[src/rtl/tap_fifo_arbiter.sv]
// Packet-granular 2:1 arbiter draining the CQ/CC tap FIFOs into arb2encap with source tagging.
// Optional packet statistics counters are enabled by defining TXARB_STATS_EN.
//
// state  | meaning
// IDLE   | between packets, no reads; picks the next source
// GRANT0 | forwarding one packet from fifo0 (CQ)
// GRANT1 | forwarding one packet from fifo1 (CC)
module tap_fifo_arbiter #(
    parameter int IN_W       = 74,
    parameter int OUT_W      = 76,
    parameter int LAST_BIT   = 66,
    parameter int PRIO_FIXED = 0,
    parameter int BUF_DEPTH  = 2,
    parameter int CNT_W      = 32
) (
    input  logic             clk156,
    input  logic             sys_rst_n,
    output logic             fifo0_rd_en,
    input  logic [IN_W-1:0]  fifo0_dout,
    input  logic             fifo0_empty,
    output logic             fifo1_rd_en,
    input  logic [IN_W-1:0]  fifo1_dout,
    input  logic             fifo1_empty,
    output logic             wr_en,
    output logic [OUT_W-1:0] din,
    input  logic             full,
    output logic [CNT_W-1:0] pkt_cnt0,
    output logic [CNT_W-1:0] pkt_cnt1
);

    localparam int PTR_W = $clog2(BUF_DEPTH);

    typedef enum logic [1:0] {IDLE, GRANT0, GRANT1} state_t;

    state_t             state, state_nxt;
    logic               last_grant, last_grant_nxt;
    logic               rd_vld;
    logic [IN_W-1:0]    sel_dout;
    logic [1:0]         sel_src;
    logic               sel_last;
    logic               push;
    logic               credit;
    logic [3:0]         occ;
    logic [OUT_W-1:0]   buf_mem [BUF_DEPTH];
    logic [PTR_W-1:0]   wr_ptr, rd_ptr;
    logic [2:0]         buf_cnt;

    function automatic logic [PTR_W-1:0] ptr_inc(input logic [PTR_W-1:0] p);
        return (p == PTR_W'(BUF_DEPTH - 1)) ? '0 : p + 1'b1;
    endfunction

    // Returning read data always belongs to the granted source: the grant
    // is held until the last word of the packet has come back.
    always_comb begin
        sel_dout = fifo0_dout;
        sel_src  = 2'b01;
        if (state == GRANT1) begin
            sel_dout = fifo1_dout;
            sel_src  = 2'b10;
        end
    end

    assign sel_last = sel_dout[LAST_BIT];
    assign push     = rd_vld;
    assign wr_en    = (buf_cnt != 3'd0) && !full;
    assign din      = buf_mem[rd_ptr];

    // Slots committed after this edge: buffered + arriving - leaving.
    assign occ    = {1'b0, buf_cnt} + {3'b000, rd_vld} - {3'b000, wr_en};
    assign credit = occ < 4'(BUF_DEPTH);

    always_ff @(posedge clk156 or negedge sys_rst_n) begin
        if (!sys_rst_n) begin
            state      <= IDLE;
            last_grant <= 1'b1;
            rd_vld     <= 1'b0;
        end else begin
            state      <= state_nxt;
            last_grant <= last_grant_nxt;
            rd_vld     <= fifo0_rd_en | fifo1_rd_en;
        end
    end

    always_comb begin
        state_nxt      = state;
        last_grant_nxt = last_grant;
        fifo0_rd_en    = 1'b0;
        fifo1_rd_en    = 1'b0;
        case (state)
            IDLE: begin
                if (!fifo0_empty && !fifo1_empty) begin
                    if (PRIO_FIXED != 0 || last_grant)
                        state_nxt = GRANT0;
                    else
                        state_nxt = GRANT1;
                end else if (!fifo0_empty) begin
                    state_nxt = GRANT0;
                end else if (!fifo1_empty) begin
                    state_nxt = GRANT1;
                end
            end
            GRANT0: begin
                if (rd_vld && fifo0_dout[LAST_BIT]) begin
                    state_nxt      = IDLE;
                    last_grant_nxt = 1'b0;
                end else begin
                    fifo0_rd_en = !fifo0_empty && credit;
                end
            end
            GRANT1: begin
                if (rd_vld && fifo1_dout[LAST_BIT]) begin
                    state_nxt      = IDLE;
                    last_grant_nxt = 1'b1;
                end else begin
                    fifo1_rd_en = !fifo1_empty && credit;
                end
            end
            default: state_nxt = IDLE;
        endcase
    end

    always_ff @(posedge clk156 or negedge sys_rst_n) begin
        if (!sys_rst_n) begin
            for (int i = 0; i < BUF_DEPTH; i++) buf_mem[i] <= '0;
            wr_ptr  <= '0;
            rd_ptr  <= '0;
            buf_cnt <= 3'd0;
        end else begin
            if (push) begin
                buf_mem[wr_ptr] <= {sel_src, sel_dout};
                wr_ptr          <= ptr_inc(wr_ptr);
            end
            if (wr_en)
                rd_ptr <= ptr_inc(rd_ptr);
            if (push && !wr_en)
                buf_cnt <= buf_cnt + 3'd1;
            else if (!push && wr_en)
                buf_cnt <= buf_cnt - 3'd1;
        end
    end

`ifdef TXARB_STATS_EN
    always_ff @(posedge clk156 or negedge sys_rst_n) begin
        if (!sys_rst_n) begin
            pkt_cnt0 <= '0;
            pkt_cnt1 <= '0;
        end else if (push && sel_last) begin
            if (sel_src[0])
                pkt_cnt0 <= pkt_cnt0 + 1'b1;
            else
                pkt_cnt1 <= pkt_cnt1 + 1'b1;
        end
    end
`else
    assign pkt_cnt0 = '0;
    assign pkt_cnt1 = '0;
`endif

endmodule

[config.mk]
export PLATFORM = sky130hd
export DESIGN_NAME = tap_fifo_arbiter
export DESIGN_NICKNAME = d
export VERILOG_FILES = /design/src/rtl/tap_fifo_arbiter.sv
export SDC_FILE = /design/constraint.sdc
export NUM_CORES = 1
export LEC_CHECK = 0
export BUFFER_PORTS_ARGS = -buffer_cell sky130_fd_sc_hd__buf_2
export CAP_MARGIN = 20
export CELL_PAD_IN_SITES_DETAIL_PLACEMENT = 1
export CELL_PAD_IN_SITES_GLOBAL_PLACEMENT = 1
export CORE_MARGIN = 2
export CORE_UTILIZATION = 37
export DETAILED_ROUTE_END_ITERATION = 10
export GPL_TIMING_DRIVEN = 1
export PLACE_DENSITY_LB_ADDON = 0.12
export REMOVE_ABC_BUFFERS = 1
export SYNTH_ARGS = -nofsm -noshare
export SYNTH_HDL_FRONTEND = slang
export SYNTH_SLANG_ARGS = --single-unit
[constraint.sdc]
create_clock -name clk156 -period 2.5 [get_ports clk156]
set_clock_uncertainty 0.05 [all_clocks]
set_input_delay 0.25 -clock clk156 [delete_from_list [all_inputs] [get_ports clk156]]
set_output_delay 0.25 -clock clk156 [all_outputs]
set_load 0.05 [all_outputs]
Word level (Yosys, flattened, before mapping)
Cells that the tools add are included.
Word-level totals
  output and inout bits: 143
  input bits: 153
  flip-flop bits (word level): 161
  word-level logic and storage cells: 72
Operators by class
  add/subtract/negate cells: 6
  bitwise operators: 3
  magnitude comparators: 4
  reduce and logical (&&, ||, !) cells: 20
  equality and inequality tests: 5
  multiplexer cells: 26
Operators by type and width (number)
  two-way mux 76 bit: 4
  bitwise mux 152 bit: 1
  demux 76 bit (select 1 bit): 1
  two-way mux 74 bit: 1
  two-way mux 2 bit: 7
  logical AND 1 bit: 9
  two-way mux 1 bit: 8
  two-way mux 3 bit: 2
  case mux 2 bit (3 select lines): 1
  AND reduction 3 bit: 2
  zero test 1 bit: 5
  adder 3 x 1 -> 4 bit: 1
  greater-or-equal comparator 2 bit, second input constant: 2
  less-than comparator 4 x 2 -> 1 bit, second input constant: 1
  != test 4 bit, second input constant: 1
  NOT 1 -> 2 bit: 2
  nonzero test 2 bit: 2
  subtractor 4 x 1 -> 4 bit: 1
  adder 3 x 1 -> 3 bit, second input constant: 1
  nonzero test 3 bit: 1
  subtractor 3 x 1 -> 3 bit, second input constant: 1
  adder 1 bit, second input constant: 2
  equality test 2 x 1 -> 1 bit, second input constant: 1
  equality test 2 bit, second input constant: 1
  other kinds (6): 6

Logic depth before layout (Yosys ltp)
  word-level depth: 8
  depth in mapped cells: 9
  gate-level depth less buffers: 9

Worst setup path before layout
No wires, ideal clock.
  path type: reg-to-output
  start point: register buf_cnt[0]
  end point: output port fifo1_rd_en
  data arrival time: 3.762 ns
  path buffers: 0
  cell stages (with the launch flop): 9
  path slack: -1.562 ns
  required time: 2.200 ns
  cell sequence: dfrtp_1 inv_1 a31oi_1 ha_1 nand2b_1 fa_1 xor2_1 nand2_1 nor3_1
On the way
  longest elaborated chain between the ends: 7
  elaborated cells on any way between the ends: 8
  those cells by class: add/sub: 2; order compare: 1; mux: 2; reduce/logical: 3
Ends and longest elaborated chain
  start, declared: line 46  | logic [2:0] buf_cnt;
  start signal, assigned: line 136  | buf_cnt <= buf_cnt + 3'd1;
  start signal, assigned: line 138  | buf_cnt <= buf_cnt - 3'd1;
  nonzero test 3 bit: line 65  | assign wr_en = (buf_cnt != 3'd0) && !full;
  logical AND 1 bit: line 65
  net wr_en: line 24  | output logic wr_en,
  subtractor 4 x 1 -> 4 bit: line 69  | assign occ = {1'b0, buf_cnt} + {3'b000, rd_vld} - {3'b000, wr_en};
  less-than comparator 4 x 2 -> 1 bit: line 70  | assign credit = occ < 4'(BUF_DEPTH);
  logical AND 1 bit: line 115  | fifo1_rd_en = !fifo1_empty && credit;
  two-way mux 1 bit: line 111  | if (rd_vld && fifo1_dout[LAST_BIT]) begin
  two-way mux 1 bit: line 89  | case (state)
  end, declared: line 21  | output logic fifo1_rd_en,
The timed path passes the listed nets, and every way through them passes these cells.

Worst setup path after layout
  start point: register buf_cnt[1]
  end point: output port fifo0_rd_en
On the way
  longest elaborated chain between the ends: 7
  elaborated cells on any way between the ends: 8
  those cells by class: add/sub: 2; order compare: 1; mux: 2; reduce/logical: 3
Ends and longest elaborated chain
  parallel branches: the longest is 2 deep, another holds adder 3 x 1 -> 4 bit
  subtractor 4 x 1 -> 4 bit *: line 69
  less-than comparator 4 x 2 -> 1 bit *: line 70
  logical AND 1 bit *: line 107  | fifo0_rd_en = !fifo0_empty && credit;
  two-way mux 1 bit *: line 103  | if (rd_vld && fifo0_dout[LAST_BIT]) begin
  two-way mux 1 bit *: line 89
  end, declared: line 18  | output logic fifo0_rd_en,
Mark *: on every way between the ends.

==> impl_metrics.ini <==
[status]
status = complete, but fails checks
violations = negative setup slack

[drt]
highest-signal-layer = met4
wl_microns = 19300
wl_per_cell_microns = 14.9
wl_met1_microns = 8880
num_vias = 5999
vias_per_cell = 4.62
ant_nets = 0
met2_length_microns = 9140
remaining_drc_errors = 0
drt-initial-drc-count = 162
first_pass_iters = 4
dr_wl_met3_microns = 1160

[power_and_ir_drop]
vdd_drop_max_mv = 0.794
finalPower_mw = 16.4
power_density_nw_per_um2 = 1630
p_leak_nw = 4.52

[worst_setup_path]
crit_buf_inv = 3
arrival_ns = 2.39
startpoint_type = register
crit_path_max_incr_delay_ns = 0.37
r2r_cells = 9
end_kind = primary output
worstSetupPathType = register to primary output
path_delay_family = adder cells
crit_chain = inv_2, a31oi_4, ha_4, inv_1, ha_1, nand2_1, o21ai_1, xnor2_2, nor3_4, buf_6
path_max_fanout = 3
crit_required_ns = 2.20
critical_path.slowest_cell = dfrtp_1
worst-path-stages = 10

[floorplan]
row_count = 54
initial_utilization = 0.374
die_h_microns = 152
core_sq_um = 21600
die-width_microns = 152
die-area_sq_um = 23000
ios = 296

[placement]
hpwl_microns = 13300
gp_congestion = 0.734
placed_cells = 1257
placed_area_sq_um = 9320
io_buffers = 231
dp_slack_ns = -0.0173

[yosys]
synthTopCellsByArea = dfrtp_1 (50%), mux2_2 (11%), mux2i_1 (9.2%), buf_4 (6.6%), a21oi_1 (4.8%)
netlist_area_sq_um = 8080
synth-edff-count = 0
syn-mean-instance-area_sq_um = 10.3
synth.top_cell.area_share = 0.495
async_flop_share = 1.00
synth_area_leader_cell = dfrtp_1
seq_area_frac_synth = 0.499
yosysUniqueCellTypes = 30
ys_seq_elements = 161
yosys_warnings = 0
synth-main-ff-cell = dfrtp_1
synth_cells = 783

[cells_and_area]
area_delta_synth_final_pct = 24.2
finalNetCount = 1165
drive_above_1_share = 0.376
final_common_cell = buf_2
stdcell_count = 1299
mostFrequentLayoutCells = buf_2 (228), dfrtp_1 (159), nand2_1 (82)
antenna_cells = 0
fin_area_sq_um = 10000
finalCoreUtilization = 0.464

[hold_path]
hold_class = input pin to register
min_path_cells = 4

[timing]
setup_tns_ns = -0.382
hold_viol = 0
worst_slew_pin_slew_ns = 0.658
fin_crit_ns = 2.69
rsz0062_at_grt = yes
slew_violations = 0
hold_slack_ns = 0.0654
fmax_ghz = 0.371
slew-limit-headroom = 0.561
setup_ws_ns = -0.193
timing.final.crit_share = 1.08
finalSetupViolCount = 2

[clock_tree]
clockBufferDepth = 2
cts_sinks = 161
cts-root-buf = clkbuf_16
htreeDepth = 4
path_clk_slew_ns = 0.07
clk_latency_ns = 0.42
cts_made_buffers = 17
cts_tree = done

[grt]
grt_use_total = 0.168
grt_overflow = 0
grt_pass1_wl_microns = 30500
grt_max_degree = 150
grt_pass1_vias = 5954
antenna_found_initial = 0

[run]
maxCapViolCount = 0
==> timing repair <==
| action | 4_1_cts | 5_1_grt |
|---|---|---|
| hold buffers | 1 | 0 |
| endpoints found under the hold margin | 57 | 0 |
| gates resized for setup | 19 | 3 |
| endpoints found under the setup margin | 2 | 2 |
| pin swaps | 6 | 4 |
| buffers inserted | 6 | 3 |
==> Yosys cell counts (4+ instances only) <==
master    number
a21oi_1       78
buf_2         18
buf_4         71
clkbuf_1      24
dfrtp_1      160
ha_1           4
inv_1          7
mux2_2        78
mux2i_1       74
nand2_1       83
nor2_1        81
o21ai_0       60
o21ai_1       16
xor2_1         4
==> power breakdown <==
| part | switching, mW | leakage [nW] | total, mW | internal [mW] |
|---|---|---|---|---|
| Combinational | 6.29 | 2.53 | 9.26 | 2.97 |
| Sequential | 0.715 | 1.73 | 4.67 | 3.96 |
| Clock | 1.11 | 0.260 | 2.43 | 1.32 |
| Total | 8.11 | 4.52 | 16.4 | 8.25 |
==> worst paths after layout <==
check	startpoint	to	slack (ns)
hold / removal	fifo0_dout[66]	last_grant	0.07
hold reg to reg	buf_mem[89]	buf_mem[89]	0.43
setup / recovery	buf_cnt[1]	fifo0_rd_en	-0.19
max in group asynchronous	sys_rst_n	buf_mem[23]	1.35
setup reg to reg	buf_cnt[1]	push	0.41
min in group asynchronous	sys_rst_n	buf_mem[103]	0.33
==> cells by family (layout without fill, tap and decap cells) <==
| family | Yosys count | count (layout) | share of synthesized area |
|---|---|---|---|
| compound gates | 158 | 158 | 0.0996 |
| buf+inv | 123 | 296 | 0.0977 |
| flops | 161 | 161 | 0.499 |
| fa+ha+maj | 6 | 6 | 0.0111 |
| simple gates | 175 | 175 | 0.0845 |
| xor+xnor | 7 | 7 | 0.00759 |
| mux | 152 | 152 | 0.200 |
| other cells | 1 | 64 | 0.000464 |
==> state kept, by name (all words and copies together) (netlist names) <==
| register | count |
|---|---|
| rd_ptr | 1 |
| state | 2 |
| wr_ptr | 1 |
| buf_mem | 152 |
| buf_cnt | 3 |
| last_grant | 1 |
| push | 1 |
==> per-layer routing <==
metal  vias to the layer above  GRT usage
met5                         -          0
met4                         0     0.0403
met3                        11     0.0434
met2                       158      0.274
met1                      2853      0.225
li1                       2977          -
==> area by class of cell <==
class	instances	area, sq um
flip-flops and latches	161	4030
repair buffers	257	1490
clock buffers	20	447
inverters	7	26.3
fillers	2499	11600
multi-input cells	562	3600
well taps	280	350
clock inverters	12	100
==> worst reg2reg max path, stage by stage, from the launching register on <==
cell      delay, ns
dfrtp_1        0.37
inv_2          0.06
a31oi_4        0.22
ha_4           0.22
nand2b_4       0.14
fa_2           0.37
xor2_2         0.18
nand2_4        0.09
buf_4          0.14
a211oi_2       0.17
Note: power is estimated with default switching activity, not from simulation.
